<file path="src/rtl/pipe_pkg.sv">
// Shared types, constants and helpers for the pipeline hazard/forwarding controller.
package pipe_pkg;

  // Widest register address a slot can hold; narrower addresses are zero-extended.
  localparam int RA_W_MAX = 8;

  // Forwarding select value meaning "read the register file".
  localparam int FWD_RF = 0;

  // Tracked stage indices after ID.
  localparam int STG_EX  = 0;
  localparam int STG_MEM = 1;
  localparam int STG_WB  = 2;

  typedef logic [RA_W_MAX-1:0] reg_addr_t;

  // One in-flight instruction as seen by the hazard logic.
  typedef struct packed {
    logic      valid;
    logic      wr_en;
    reg_addr_t wr_addr;
    logic      is_load;
    reg_addr_t rs;
    reg_addr_t rt;
    logic      use_rs;
    logic      use_rt;
  } slot_t;

  // A slot produces register r if it is live, writes, targets r, and r is not r0.
  function automatic logic producer_match(input slot_t s, input reg_addr_t r);
    return s.valid && s.wr_en && (s.wr_addr == r) && (r != '0);
  endfunction

endpackage

</file>
<file path="src/rtl/pipe_hazard_ctrl_if.sv">
// ID-stage request and hazard-control response bundle of the controller.
interface pipe_hazard_ctrl_if #(
  parameter int RA_W   = 5,
  parameter int FSEL_W = 2,
  parameter int CNT_W  = 16
);
  logic              id_valid_i;
  logic [RA_W-1:0]   id_rs_i;
  logic [RA_W-1:0]   id_rt_i;
  logic              id_use_rs_i;
  logic              id_use_rt_i;
  logic              id_wr_en_i;
  logic [RA_W-1:0]   id_wr_addr_i;
  logic              id_is_load_i;
  logic              ex_br_taken_i;
  logic              stall_o;
  logic              bubble_o;
  logic              flush_o;
  logic [FSEL_W-1:0] fwd_a_o;
  logic [FSEL_W-1:0] fwd_b_o;
  logic [CNT_W-1:0]  stall_cnt_o;
  logic [CNT_W-1:0]  flush_cnt_o;

  // Pipeline datapath side: presents ID state, consumes control.
  modport master (
    output id_valid_i, id_rs_i, id_rt_i, id_use_rs_i, id_use_rt_i,
           id_wr_en_i, id_wr_addr_i, id_is_load_i, ex_br_taken_i,
    input  stall_o, bubble_o, flush_o, fwd_a_o, fwd_b_o, stall_cnt_o, flush_cnt_o
  );

  // Controller side.
  modport slave (
    input  id_valid_i, id_rs_i, id_rt_i, id_use_rs_i, id_use_rt_i,
           id_wr_en_i, id_wr_addr_i, id_is_load_i, ex_br_taken_i,
    output stall_o, bubble_o, flush_o, fwd_a_o, fwd_b_o, stall_cnt_o, flush_cnt_o
  );
endinterface

</file>
<file path="src/rtl/pipe_sat_counter.sv">
// Saturating event counter: counts qualifying cycles and sticks at all-ones.
module pipe_sat_counter #(
  parameter int CNT_W = 16
) (
  input  logic             clk_i,
  input  logic             rst_n,
  input  logic             inc_i,
  output logic [CNT_W-1:0] count_o
);

  // Increment on each qualifying cycle unless already at the maximum.
  always_ff @(posedge clk_i or negedge rst_n) begin
    if (!rst_n) begin
      count_o <= '0;
    end else if (inc_i && (count_o != '1)) begin
      count_o <= count_o + CNT_W'(1);
    end
  end

endmodule

</file>
<file path="src/rtl/pipe_hazard_ctrl.sv">
// Hazard and forwarding controller for a 5-stage pipeline: tracks instructions
// past ID, generates stall/bubble/flush and EX operand bypass selects.
module pipe_hazard_ctrl
  import pipe_pkg::*;
#(
  parameter int DEPTH  = 3,
  parameter int RA_W   = 5,
  parameter int FWD_EN = 1,
  parameter int CNT_W  = 16,
  parameter int FSEL_W = $clog2(DEPTH)
) (
  input  logic              clk_i,
  input  logic              rst_n,
  pipe_hazard_ctrl_if.slave bus
);

  slot_t             slots [DEPTH];
  slot_t             id_slot;
  logic [DEPTH-1:0]  id_hit_rs;
  logic [DEPTH-1:0]  id_hit_rt;
  logic [DEPTH-1:1]  ex_hit_rs;
  logic [DEPTH-1:1]  ex_hit_rt;
  logic              need_rs;
  logic              need_rt;
  logic              raw_stall;
  logic              stall;
  logic              flush;
  logic              bubble;
  logic [FSEL_W-1:0] fwd_a;
  logic [FSEL_W-1:0] fwd_b;

  // Pack the ID-stage instruction into slot form.
  always_comb begin
    id_slot         = '0;
    id_slot.valid   = bus.id_valid_i;
    id_slot.wr_en   = bus.id_wr_en_i;
    id_slot.wr_addr = reg_addr_t'(bus.id_wr_addr_i[RA_W-1:0]);
    id_slot.is_load = bus.id_is_load_i;
    id_slot.rs      = reg_addr_t'(bus.id_rs_i[RA_W-1:0]);
    id_slot.rt      = reg_addr_t'(bus.id_rt_i[RA_W-1:0]);
    id_slot.use_rs  = bus.id_use_rs_i;
    id_slot.use_rt  = bus.id_use_rt_i;
  end

  // Advance the stage shift register; a bubble enters EX as an empty slot.
  always_ff @(posedge clk_i or negedge rst_n) begin
    if (!rst_n) begin
      // NOTE: the slots are few and feed hazard logic directly, so every field is cleared rather than just valid, keeping X out of the compares.
      for (int i = 0; i < DEPTH; i++) slots[i] <= '0;
    end else begin
      // NOTE: non-blocking updates make each slot take its neighbour's pre-edge value, so loop order does not matter.
      slots[STG_EX] <= bubble ? '0 : id_slot;
      for (int i = 1; i < DEPTH; i++) slots[i] <= slots[i-1];
    end
  end

  // Producer matches against the ID sources and against the EX consumer sources.
  for (genvar g = 0; g < DEPTH; g++) begin : g_id_hit
    assign id_hit_rs[g] = producer_match(slots[g], id_slot.rs);
    assign id_hit_rt[g] = producer_match(slots[g], id_slot.rt);
  end

  for (genvar g = 1; g < DEPTH; g++) begin : g_ex_hit
    assign ex_hit_rs[g] = producer_match(slots[g], slots[STG_EX].rs);
    assign ex_hit_rt[g] = producer_match(slots[g], slots[STG_EX].rt);
  end

  assign need_rs = bus.id_valid_i & bus.id_use_rs_i;
  assign need_rt = bus.id_valid_i & bus.id_use_rt_i;

  // Stall detection: load-use only with bypass, any in-flight producer without it.
  always_comb begin
    if (FWD_EN != 0) begin
      raw_stall = slots[STG_EX].is_load &
                  ((need_rs & id_hit_rs[STG_EX]) | (need_rt & id_hit_rt[STG_EX]));
    end else begin
      raw_stall = (need_rs & (|id_hit_rs)) | (need_rt & (|id_hit_rt));
    end
  end

  // A taken branch kills the younger ID instruction, so it overrides any stall.
  assign flush  = bus.ex_br_taken_i & slots[STG_EX].valid;
  assign stall  = raw_stall & ~flush;
  assign bubble = stall | flush;

  // Operand bypass: scan oldest to youngest so the youngest producer is kept.
  always_comb begin
    // NOTE: defaults first so every path assigns both selects and no latch is inferred.
    fwd_a = FSEL_W'(FWD_RF);
    fwd_b = FSEL_W'(FWD_RF);
    if ((FWD_EN != 0) && slots[STG_EX].valid) begin
      for (int k = DEPTH - 1; k >= 1; k--) begin
        // A load's data exists only from the WB slot onward.
        if (!((k < STG_WB) && slots[k].is_load)) begin
          if (ex_hit_rs[k] && slots[STG_EX].use_rs) fwd_a = FSEL_W'(k);
          if (ex_hit_rt[k] && slots[STG_EX].use_rt) fwd_b = FSEL_W'(k);
        end
      end
    end
  end

  assign bus.stall_o  = stall;
  assign bus.bubble_o = bubble;
  assign bus.flush_o  = flush;
  assign bus.fwd_a_o  = fwd_a;
  assign bus.fwd_b_o  = fwd_b;

  pipe_sat_counter #(.CNT_W(CNT_W)) u_stall_cnt (
    .clk_i   (clk_i),
    .rst_n   (rst_n),
    .inc_i   (stall),
    .count_o (bus.stall_cnt_o)
  );

  pipe_sat_counter #(.CNT_W(CNT_W)) u_flush_cnt (
    .clk_i   (clk_i),
    .rst_n   (rst_n),
    .inc_i   (flush),
    .count_o (bus.flush_cnt_o)
  );

endmodule

</file>
<file path="src/flat_wrapper.sv">
// flat-port wrapper written by rule: the top's interface ports become plain ports
module pipe_hazard_ctrl_flat import pipe_pkg::*;
#(
  parameter int DEPTH  = 3,
  parameter int RA_W   = 5,
  parameter int FWD_EN = 1,
  parameter int CNT_W  = 16,
  parameter int FSEL_W = $clog2(DEPTH)
)
  (clk_i, rst_n, bus_id_valid_i, bus_id_rs_i, bus_id_rt_i, bus_id_use_rs_i, bus_id_use_rt_i, bus_id_wr_en_i, bus_id_wr_addr_i, bus_id_is_load_i, bus_ex_br_taken_i, bus_stall_o, bus_bubble_o, bus_flush_o, bus_fwd_a_o, bus_fwd_b_o, bus_stall_cnt_o, bus_flush_cnt_o);
  pipe_hazard_ctrl_if #(.RA_W(RA_W), .FSEL_W(FSEL_W), .CNT_W(CNT_W)) bus_i ();
  input  logic clk_i;
  input  logic rst_n;
  input wire logic [$bits(bus_i.id_valid_i)-1:0] bus_id_valid_i;
  input wire logic [$bits(bus_i.id_rs_i)-1:0] bus_id_rs_i;
  input wire logic [$bits(bus_i.id_rt_i)-1:0] bus_id_rt_i;
  input wire logic [$bits(bus_i.id_use_rs_i)-1:0] bus_id_use_rs_i;
  input wire logic [$bits(bus_i.id_use_rt_i)-1:0] bus_id_use_rt_i;
  input wire logic [$bits(bus_i.id_wr_en_i)-1:0] bus_id_wr_en_i;
  input wire logic [$bits(bus_i.id_wr_addr_i)-1:0] bus_id_wr_addr_i;
  input wire logic [$bits(bus_i.id_is_load_i)-1:0] bus_id_is_load_i;
  input wire logic [$bits(bus_i.ex_br_taken_i)-1:0] bus_ex_br_taken_i;
  output wire logic [$bits(bus_i.stall_o)-1:0] bus_stall_o;
  output wire logic [$bits(bus_i.bubble_o)-1:0] bus_bubble_o;
  output wire logic [$bits(bus_i.flush_o)-1:0] bus_flush_o;
  output wire logic [$bits(bus_i.fwd_a_o)-1:0] bus_fwd_a_o;
  output wire logic [$bits(bus_i.fwd_b_o)-1:0] bus_fwd_b_o;
  output wire logic [$bits(bus_i.stall_cnt_o)-1:0] bus_stall_cnt_o;
  output wire logic [$bits(bus_i.flush_cnt_o)-1:0] bus_flush_cnt_o;
  assign bus_i.id_valid_i = bus_id_valid_i;
  assign bus_i.id_rs_i = bus_id_rs_i;
  assign bus_i.id_rt_i = bus_id_rt_i;
  assign bus_i.id_use_rs_i = bus_id_use_rs_i;
  assign bus_i.id_use_rt_i = bus_id_use_rt_i;
  assign bus_i.id_wr_en_i = bus_id_wr_en_i;
  assign bus_i.id_wr_addr_i = bus_id_wr_addr_i;
  assign bus_i.id_is_load_i = bus_id_is_load_i;
  assign bus_i.ex_br_taken_i = bus_ex_br_taken_i;
  assign bus_stall_o = bus_i.stall_o;
  assign bus_bubble_o = bus_i.bubble_o;
  assign bus_flush_o = bus_i.flush_o;
  assign bus_fwd_a_o = bus_i.fwd_a_o;
  assign bus_fwd_b_o = bus_i.fwd_b_o;
  assign bus_stall_cnt_o = bus_i.stall_cnt_o;
  assign bus_flush_cnt_o = bus_i.flush_cnt_o;
  pipe_hazard_ctrl #(.DEPTH(DEPTH), .RA_W(RA_W), .FWD_EN(FWD_EN), .CNT_W(CNT_W), .FSEL_W(FSEL_W)) u_core (.clk_i(clk_i), .rst_n(rst_n), .bus(bus_i));
endmodule
</file>
<file path="config.mk">
export PLATFORM = sky130hd
export DESIGN_NAME = pipe_hazard_ctrl_flat
export DESIGN_NICKNAME = d
export VERILOG_FILES = /design/src/rtl/pipe_pkg.sv /design/src/rtl/pipe_hazard_ctrl_if.sv /design/src/rtl/pipe_sat_counter.sv /design/src/rtl/pipe_hazard_ctrl.sv /design/src/flat_wrapper.sv
export SDC_FILE = /design/constraint.sdc
export NUM_CORES = 1
export LEC_CHECK = 0
export BUFFER_PORTS_ARGS = -buffer_cell sky130_fd_sc_hd__buf_4
export CAP_MARGIN = 20
export CORE_MARGIN = 2
export CORE_UTILIZATION = 40
export CTS_CLUSTER_SIZE = 10
export DETAILED_ROUTE_END_ITERATION = 12
export GPL_TIMING_DRIVEN = 0
export MAX_ROUTING_LAYER = met4
export PLACE_DENSITY = 0.6
export SLEW_MARGIN = 20
export SYNTH_ARGS = -nofsm -noshare
export SYNTH_HDL_FRONTEND = slang
export SYNTH_SLANG_ARGS = --single-unit
</file>
<file path="constraint.sdc">
create_clock -name clk_i -period 2.55 [get_ports clk_i]
set_clock_uncertainty 0.2 [all_clocks]
set_input_delay 0 -clock clk_i [delete_from_list [all_inputs] [get_ports clk_i]]
set_output_delay 0 -clock clk_i [all_outputs]
set_load 0.005 [all_outputs]
</file>
# [Word level (Yosys, flattened, before mapping)]
# Index checks and enable logic that the tools add are counted.
[word_totals] ff_bits=82 output_inout_bits=39 inputBits=23
[classes] n_mux=9 eq_ne=8 n_bitwise=10 add_sub_neg=2 reduce_logical=25
[ops] cell="adder 16 x 1 -> 16 bit, second input constant" count=2
[ops] cell="equality test 8 bit" count=4
[ops] cell="inequality test 16 bit, second input constant" count=2
[ops] cell="nonzero test 8 bit" count=4
[ops] cell="two-way mux 29 bit" count=1
[ops] cell="logical AND 1 bit" count=21
[ops] cell="equality test 8 x 5 -> 1 bit" count=2
[ops] cell="two-way mux 2 bit" count=8
[ops] cell="AND 1 bit" count=7
[ops] cell="OR 1 bit" count=2
[ops] cell="NOT 1 bit" count=1

# [Longest topological paths before layout]
# Gate-level depths: netlist (run 1).
[depth] word_depth=9 mapped_depth=8 depth_no_buf=7

# [Cells and area by module]
# A second synthesis (run 1) with hierarchy kept.
[hier_totals] cells_unflattened=268 area_unflattened_um2=3245.6
[by_module_without_submodules] module="pipe_sat_counter" seq_area_each_um2=400.4 cells_per_inst=72 area_each_um2=859.6 n_inst=2
[by_module_without_submodules] module="pipe_hazard_ctrl" seq_area_each_um2=875.8 cells_per_inst=124 area_each_um2=1526.5 n_inst=1

# [Worst setup path before layout (run 1)]
# Ideal clock, no wire load.
[synth_timing] path_kind="reg2reg" from="register u_core.slots[79] in the netlist's numbering" to="register u_core.u_stall_cnt.count_o[1]" setup_time_ns=0.127 period_less_slack_ns=2.025 t_required_ns=2.223 stages_incl_launch_ff=7 arrival_ns=1.698 n_path_buf=1 slack_ns=0.525 path_cell_list="dfrtp_1 inv_1 a221o_1 nor4_4 o2111ai_2 buf_6 mux2_1"
[synth_via] elab_chain_len=8
[synth_rtl] element="start: declaration" line_no="pipe_hazard_ctrl.sv:17" text="slot_t slots [DEPTH];"
[synth_rtl] element="start signal: indexed assignment" line_no="pipe_hazard_ctrl.sv:52" text="slots[STG_EX] <= bubble ? '0 : id_slot;"
[synth_rtl] element="equality test 8 x 5 -> 1 bit" line_no="pipe_pkg.sv:31" text="return s.valid && s.wr_en && (s.wr_addr == r) && (r != '0);"
[synth_rtl] element="logical AND 1 bit (2 in a row)" line_no="pipe_pkg.sv:31"
[synth_rtl] element="AND 1 bit" line_no="pipe_hazard_ctrl.sv:75" text="((need_rs & id_hit_rs[STG_EX]) | (need_rt & id_hit_rt[STG_EX]));"
[synth_rtl] element="OR 1 bit *" line_no="pipe_hazard_ctrl.sv:75"
[synth_rtl] element="AND 1 bit *" line_no="pipe_hazard_ctrl.sv:74" text="raw_stall = slots[STG_EX].is_load &"
[synth_rtl] element="AND 1 bit *" line_no="pipe_hazard_ctrl.sv:83" text="assign stall = raw_stall & ~flush;"
[synth_rtl] element="logical AND 1 bit *" line_no="pipe_sat_counter.sv:15" text="end else if (inc_i && (count_o != '1)) begin"
[synth_rtl] element="end signal: assignment" line_no="pipe_sat_counter.sv:16" text="count_o <= count_o + CNT_W'(1);"
[synth_rtl] element="end: declaration" line_no="pipe_sat_counter.sv:8" text="output logic [CNT_W-1:0] count_o"
# Every way passes the cells marked *; elsewhere a longest branch is shown, timed or not.
# A chain may end at the register's enable or synchronous reset.

# [Worst setup path after layout (run 1)]
[layout_timing] from="input port bus_id_rt_i[0]" to="register u_core.u_stall_cnt.count_o[1]"
[layout_via] elab_chain_len=8
[layout_rtl] element="start: declaration" line_no="flat_wrapper.sv:16" text="input wire logic [$bits(bus_i.id_rt_i)-1:0] bus_id_rt_i;"
[layout_rtl] element="equality test 8 x 5 -> 1 bit" line_no="pipe_pkg.sv:31"
[layout_rtl] element="logical AND 1 bit" line_no="pipe_pkg.sv:31"
[layout_rtl] element="logical AND 1 bit *" line_no="pipe_pkg.sv:31"
[layout_rtl] element="AND 1 bit *" line_no="pipe_hazard_ctrl.sv:75"
[layout_rtl] element="OR 1 bit *" line_no="pipe_hazard_ctrl.sv:75"
[layout_rtl] element="AND 1 bit *" line_no="pipe_hazard_ctrl.sv:74"
[layout_rtl] element="AND 1 bit *" line_no="pipe_hazard_ctrl.sv:83"
[layout_rtl] element="logical AND 1 bit *" line_no="pipe_sat_counter.sv:15"
# Marks and branches as above.

==> results of run 1 <==
sequential cells by signal, summed over array words and instances, names as in the netlist:
signal	cells
u_core.u_flush_cnt.count_o	16
u_core.u_stall_cnt.count_o	16
u_core.slots	35
what timing repair did:
item | in CTS | in global routing
resized for setup | 0 | 0
hold endpoints to repair | 87 | 0
hold buffers | 21 | 0
power by group through the flow:
stage	clock, mW	sequential [mW]	combinational, mW
finish	0.858	1.23	0.304
global route	0.938	1.24	0.342
CTS	0.880	1.23	0.310
detailed placement	0	1.25	0.284
global placement	0	1.25	0.280
floorplan	0	1.23	0.138
logic make-up after synthesis:
family / Yosys count / share of synthesized area [%]
AND/OR/NAND/NOR: 119 / 22.6
flip-flops: 67 / 55.0
XOR/XNOR: 54 / 15.5
buffers and inverters: 15 / 2.18
AO/OA/AOI/OAI: 11 / 2.83
multiplexers: 3 / 1.07
adder cells (fa/ha/maj): 2 / 0.821
how the worst max path moves through the flow:
| stage | start | to |
|---|---|---|
| 6_report | bus_id_rt_i[0] | u_core.u_stall_cnt.count_o[1] |
| 2_1_floorplan | u_core.slots[79] | u_core.u_stall_cnt.count_o[1] |
| 3_3_place_gp | u_core.slots[79] | u_core.u_stall_cnt.count_o[1] |
| 5_1_grt | u_core.slots[79] | u_core.u_stall_cnt.count_o[14] |
| 3_5_place_dp | u_core.slots[80] | u_core.u_stall_cnt.count_o[1] |
| 4_1_cts | bus_id_rt_i[0] | u_core.u_stall_cnt.count_o[1] |
synth_stat cells (3+ instances only):
library cell  number
nor3_2             5
nor2_1            13
nor3_1             7
xor2_1            18
nand3_1           14
xnor2_1           36
nand4_1           11
o21ai_1            3
or4_1              6
dfrtp_1           67
and2_1             5
nand2_1           16
nand2b_1           3
nor4_1             6
inv_1             10
and3_1            29
layout make-up:
cell class	count	area share [%]
clock inverter	6	1.64
clock buffer	10	3.16
tap	99	3.07
timing repair buffer	82	16.6
buffer	5	0.713
sequential	67	41.6
inverter	10	0.930
multi-input combinational	189	32.4
worst max-delay path: cells and delay by family:
family | cells | cell delay, ns
compound gates | 2 | 0.48
simple gates | 2 | 0.67
buf+inv | 3 | 0.91
mux | 1 | 0.32
routing by layer:
metal / share of wire [%] / vias to the layer above / GRT usage, %
li1: - / 1132 / -
met1: 48 / 1096 / 23.2
met2: 47 / 46 / 28.0
met3: 3.1 / 7 / 4.56
met4: 1.0 / 0 / 5.93
met5: 0 / - / -
==> impl_metrics.env, run 1 <==
export IMPL_p_sw_uw=618
export IMPL_crit_path_end_kind="flip-flop"
export IMPL_syn_area_mm2=0.00305
export IMPL_ys_types=34
export IMPL_hold_violations=0
export IMPL_combPwrFrac_pct=12.7
export IMPL_viasPerCell=4.87
export IMPL_die_y_um=91.3
export IMPL_pwr_share_seq_pct=51.4
export IMPL_grt_pass1_vias=2425
export IMPL_relSlewSlack_pct=45.5
export IMPL_required_ns=2.57
export IMPL_drive_above_1_share_pct=23.6
export IMPL_drt_iter0_drc=77
export IMPL_report_final_slew_viol_count=0
export IMPL_r2r_end="u_core.u_stall_cnt.count_o[1]"
export IMPL_switching_share_pct=25.9
export IMPL_setup_viol=0
export IMPL_synth_edf_count=0
export IMPL_grt_pass1_wl_mm=11.6
export IMPL_die_x_um=91.3
export IMPL_path_clk_slew_ns=0.08
export IMPL_status="complete, no violations"
export IMPL_yosys_top_cells_area="dfrtp_1 55%, xnor2_1 10%, and3_1 5.9%, xor2_1 5.2%, nand3_1 2.3%"
export IMPL_grt_max_degree=68
export IMPL_pwr_density_cell_mw_per_mm2=592
export IMPL_gp_congestion=0.876
export IMPL_p_leak_nw=1.90
export IMPL_start_util_pct=41.6
export IMPL_row_count=31
export IMPL_yosysWarnings=0
export IMPL_synthCells=271
export IMPL_ys_flop_type="dfrtp_1"
export IMPL_timing_fmax_mhz=427
export IMPL_wl_per_cell_um=14.1
export IMPL_firstDrtPassIters=4
export IMPL_htreeDepth=3
export IMPL_vias=2281
export IMPL_nFillCells=645
export IMPL_criticalPathCategory="in -> reg"
export IMPL_final_cell_area_mm2=0.00404
export IMPL_worstMarginPinSlew_ns=0.818
export IMPL_dp_slack_ns=0.312
export IMPL_coreArea_mm2=0.00733
export IMPL_r2r_start="u_core.slots[77]"
export IMPL_layout_commonest_cell="dfrtp_1"
export IMPL_cts_sink_count=67
export IMPL_syn_nets=296
export IMPL_ios=62
export IMPL_ys_ff_latch=67
export IMPL_design_power_total_mw=2.39
export IMPL_die_area_mm2=0.00834
export IMPL_period_share_pct=91.8
export IMPL_cp_start_kind="input port"
export IMPL_placed_cells=431
export IMPL_final_min_clock_period_ns=2.34
export IMPL_worst_slack_ns=0.208
export IMPL_clockPowerShare_pct=35.9
export IMPL_synthArstFlopShare_pct=100
export IMPL_r2r_slack_ns=0.32
export IMPL_crit_path_top_delay_cell="dlygate4sd3_1"
export IMPL_io_buffers=61
export IMPL_intPower_mw=1.77
export IMPL_peakVddDrop_v=0.000241
export IMPL_ctsLongestPathBuffers=2
export IMPL_postSynthAreaPerCell_um2=11.3
export IMPL_postCtsSetupRepairBufs=0
export IMPL_clk_latency_ns=0.33
export IMPL_cts_buffers=9
export IMPL_cts_root_buffer="clkbuf_8"
export IMPL_routed_wirelength_mm=6.58
export IMPL_grt_ovfl_total=0
export IMPL_maxCapViolations=0
export IMPL_track_usage_pct=18.0
export IMPL_final_cells=468
export IMPL_drc_errors=0
export IMPL_fin_util_pct=55.0
export IMPL_area_growth_pct=32.3
export IMPL_final_cell_mix="67 x dfrtp_1, 61 x buf_4, 36 x xnor2_1"
export IMPL_path_cells="dlygate4sd3_1 -> buf_4 -> or4_1 -> a21oi_1 -> nor3_1 -> o2111ai_2 -> buf_6 -> mux2_1"
export IMPL_setup_tns_ns=0
export IMPL_ys_seq_area_share_pct=55.0
export IMPL_fin_hold_ws_ns=0.0918
export IMPL_multi_input_area_mm2=0.00131
export IMPL_dpl_cell_area_mm2=0.00363
export IMPL_min_path_type="in -> async"
export IMPL_path_max_fanout=10
export IMPL_cp_slowest_stage_delay_ns=0.55
export IMPL_synth_top_area_cell="dfrtp_1"
export IMPL_final_antenna_net_count=0
export IMPL_rsz0062_at_grt="no"
export IMPL_crit_arrival_ns=2.37
export IMPL_regArea_mm2=0.00168
export IMPL_antennaDiodeCount=0
export IMPL_antenna_found_initial=0
export IMPL_final_nets=389
export IMPL_hpwl_mm=4.69
export IMPL_tritoncts="done"
export IMPL_reg2regPathDepth=6
export IMPL_synth_top_cell_area_share_pct=55.0
No activity file was read; power rests on OpenSTA's default activity.
==> run 2: changes to the inputs <==
- BUFFER_PORTS_ARGS: -buffer_cell sky130_fd_sc_hd__buf_4 -> not set
- DONT_BUFFER_PORTS: not set -> 1
- PLACE_DENSITY: 0.6 -> 0.53
==> impl_metrics.env, run 2 (synthesized netlist as in run 1, its figures left out) <==
export IMPL_regMostFlops="u_core.slots"
export IMPL_fin_util_pct=49.3
export IMPL_cp_slowest_stage_delay_ns=0.41
export IMPL_cts_sink_count=67
export IMPL_final_nets=329
export IMPL_crit_arrival_ns=2.25
export IMPL_hold_violations=0
export IMPL_worstMarginPinSlew_ns=0.529
export IMPL_maxCapViolations=0
export IMPL_grt_max_degree=68
export IMPL_firstDrtPassIters=6
export IMPL_r2r_end="u_core.u_stall_cnt.count_o[1]"
export IMPL_relSlewSlack_pct=64.5
export IMPL_criticalPathCategory="reg -> reg"
export IMPL_grt_ovfl_total=0
export IMPL_min_path_type="in -> async"
export IMPL_wl_per_cell_um=15.9
export IMPL_r2r_start="u_core.slots[79]"
export IMPL_largestRegisters="u_core.slots (35), u_core.u_flush_cnt.count_o (16), u_core.u_stall_cnt.count_o (16)"
export IMPL_largest_register_ff_count=35
export IMPL_io_buffers=0
export IMPL_die_x_um=91.3
export IMPL_final_antenna_net_count=0
export IMPL_ios=62
export IMPL_drc_errors=0
export IMPL_path_cells="inv_1 -> a221o_1 -> nor4_4 -> o2111ai_2 -> buf_6 -> mux2_1"
export IMPL_ctsLongestPathBuffers=2
export IMPL_fin_hold_ws_ns=0.00376
export IMPL_drive_above_1_share_pct=8.47
export IMPL_timing_critical_path_buf_inv=2
export IMPL_cp_top_family="compound AO/OA/AOI/OAI gates"
export IMPL_status="complete, no violations"
export IMPL_cts_buffers=9
export IMPL_grt_pass1_vias=2138
export IMPL_pwr_density_cell_mw_per_mm2=649
export IMPL_tritoncts="done"
export IMPL_start_util_pct=41.6
export IMPL_drt_iter0_drc=75
export IMPL_viasPerCell=5.09
export IMPL_antennaDiodeCount=0
export IMPL_final_cell_mix="67 x dfrtp_1, 36 x xnor2_1, 29 x and3_1"
export IMPL_grt_pass1_wl_mm=10.9
export IMPL_track_usage_pct=17.2
export IMPL_peakVddDrop_v=0.000333
export IMPL_reg2regPathDepth=6
export IMPL_timing_fmax_mhz=448
export IMPL_r2r_slack_ns=0.32
export IMPL_vias=2067
export IMPL_setup_tns_ns=0
export IMPL_routed_wirelength_mm=6.44
export IMPL_area_growth_pct=18.4
export IMPL_critPathLaunch="u_core.slots[79]"
export IMPL_p_leak_nw=1.62
export IMPL_htreeDepth=3
export IMPL_hpwl_mm=4.57
export IMPL_crit_path_end_kind="flip-flop"
export IMPL_die_y_um=91.3
export IMPL_final_min_clock_period_ns=2.23
export IMPL_coreArea_mm2=0.00733
export IMPL_rsz0062_at_grt="no"
export IMPL_gp_congestion=0.781
export IMPL_setup_viol=0
export IMPL_row_count=31
export IMPL_die_area_mm2=0.00834
export IMPL_required_ns=2.57
export IMPL_antenna_found_initial=0
export IMPL_path_max_fanout=10
export IMPL_clk_latency_ns=0.33
export IMPL_path_clk_slew_ns=0.08
export IMPL_cts_root_buffer="clkbuf_8"
export IMPL_cts_resized=0
export IMPL_report_final_slew_viol_count=0
export IMPL_crit_path_top_delay_cell="dfrtp_1"
export IMPL_layout_commonest_cell="dfrtp_1"
export IMPL_cp_start_kind="flip-flop"
export IMPL_period_share_pct=87.5
==> run 2: stage by stage <==
step | cells | setup WS, ns | instance area, µm² | power (mW)
finish | 406 | 0.319 | 3610 | 2.34
global route | 406 | 0.109 | 3610 | 2.46
CTS | 406 | 0.286 | 3610 | 2.38
detailed placement | 370 | 0.300 | 3170 | 1.42
global placement | 370 | 0.338 | 3170 | 1.42
floorplan | 271 | 0.525 | 3050 | 1.37
==> run 2: how the worst max path moves through the flow <==
stage	cells past startpoint	slack, ns	to
3_3_place_gp	6	0.34	u_core.u_stall_cnt.count_o[1]
6_report	6	0.32	u_core.u_stall_cnt.count_o[1]
3_5_place_dp	7	0.30	u_core.u_stall_cnt.count_o[1]
2_1_floorplan	6	0.52	u_core.u_stall_cnt.count_o[1]
4_1_cts	7	0.29	u_core.u_stall_cnt.count_o[1]
5_1_grt	7	0.11	u_core.u_stall_cnt.count_o[1]
==> run 2: where the power goes <==
part / internal [mW] / switching, mW
Sequential: 1.14 / 0.0965
Combinational: 0.116 / 0.0959
Clock: 0.520 / 0.374
==> run 2: cell type report <==
| cell class | count | area (µm²) |
|---|---|---|
| plain buffers | 5 | 28.8 |
| clock buffers | 12 | 165 |
| clock inverters | 2 | 35.0 |
| fillers | 637 | 3720 |
| inverters | 10 | 37.5 |
| multi-input cells | 189 | 1310 |
| flip-flops and latches | 67 | 1680 |
| well taps | 99 | 124 |
| repair buffers | 22 | 238 |
==> run 2: timing repair <==
item                                   in CTS  in global routing
setup buffers                               0                  0
endpoints found under the hold margin      89                  0
hold buffers                               22                  0
==> run 2: metal layers <==
| metal | up-vias | track usage, % | share of wire [%] |
|---|---|---|---|
| li1 | 1007 | - | - |
| met1 | 996 | 21.7 | 46 |
| met2 | 55 | 25.8 | 47 |
| met3 | 9 | 5.23 | 5.6 |
| met4 | 0 | 7.07 | 1.7 |
| met5 | - | - | 0 |
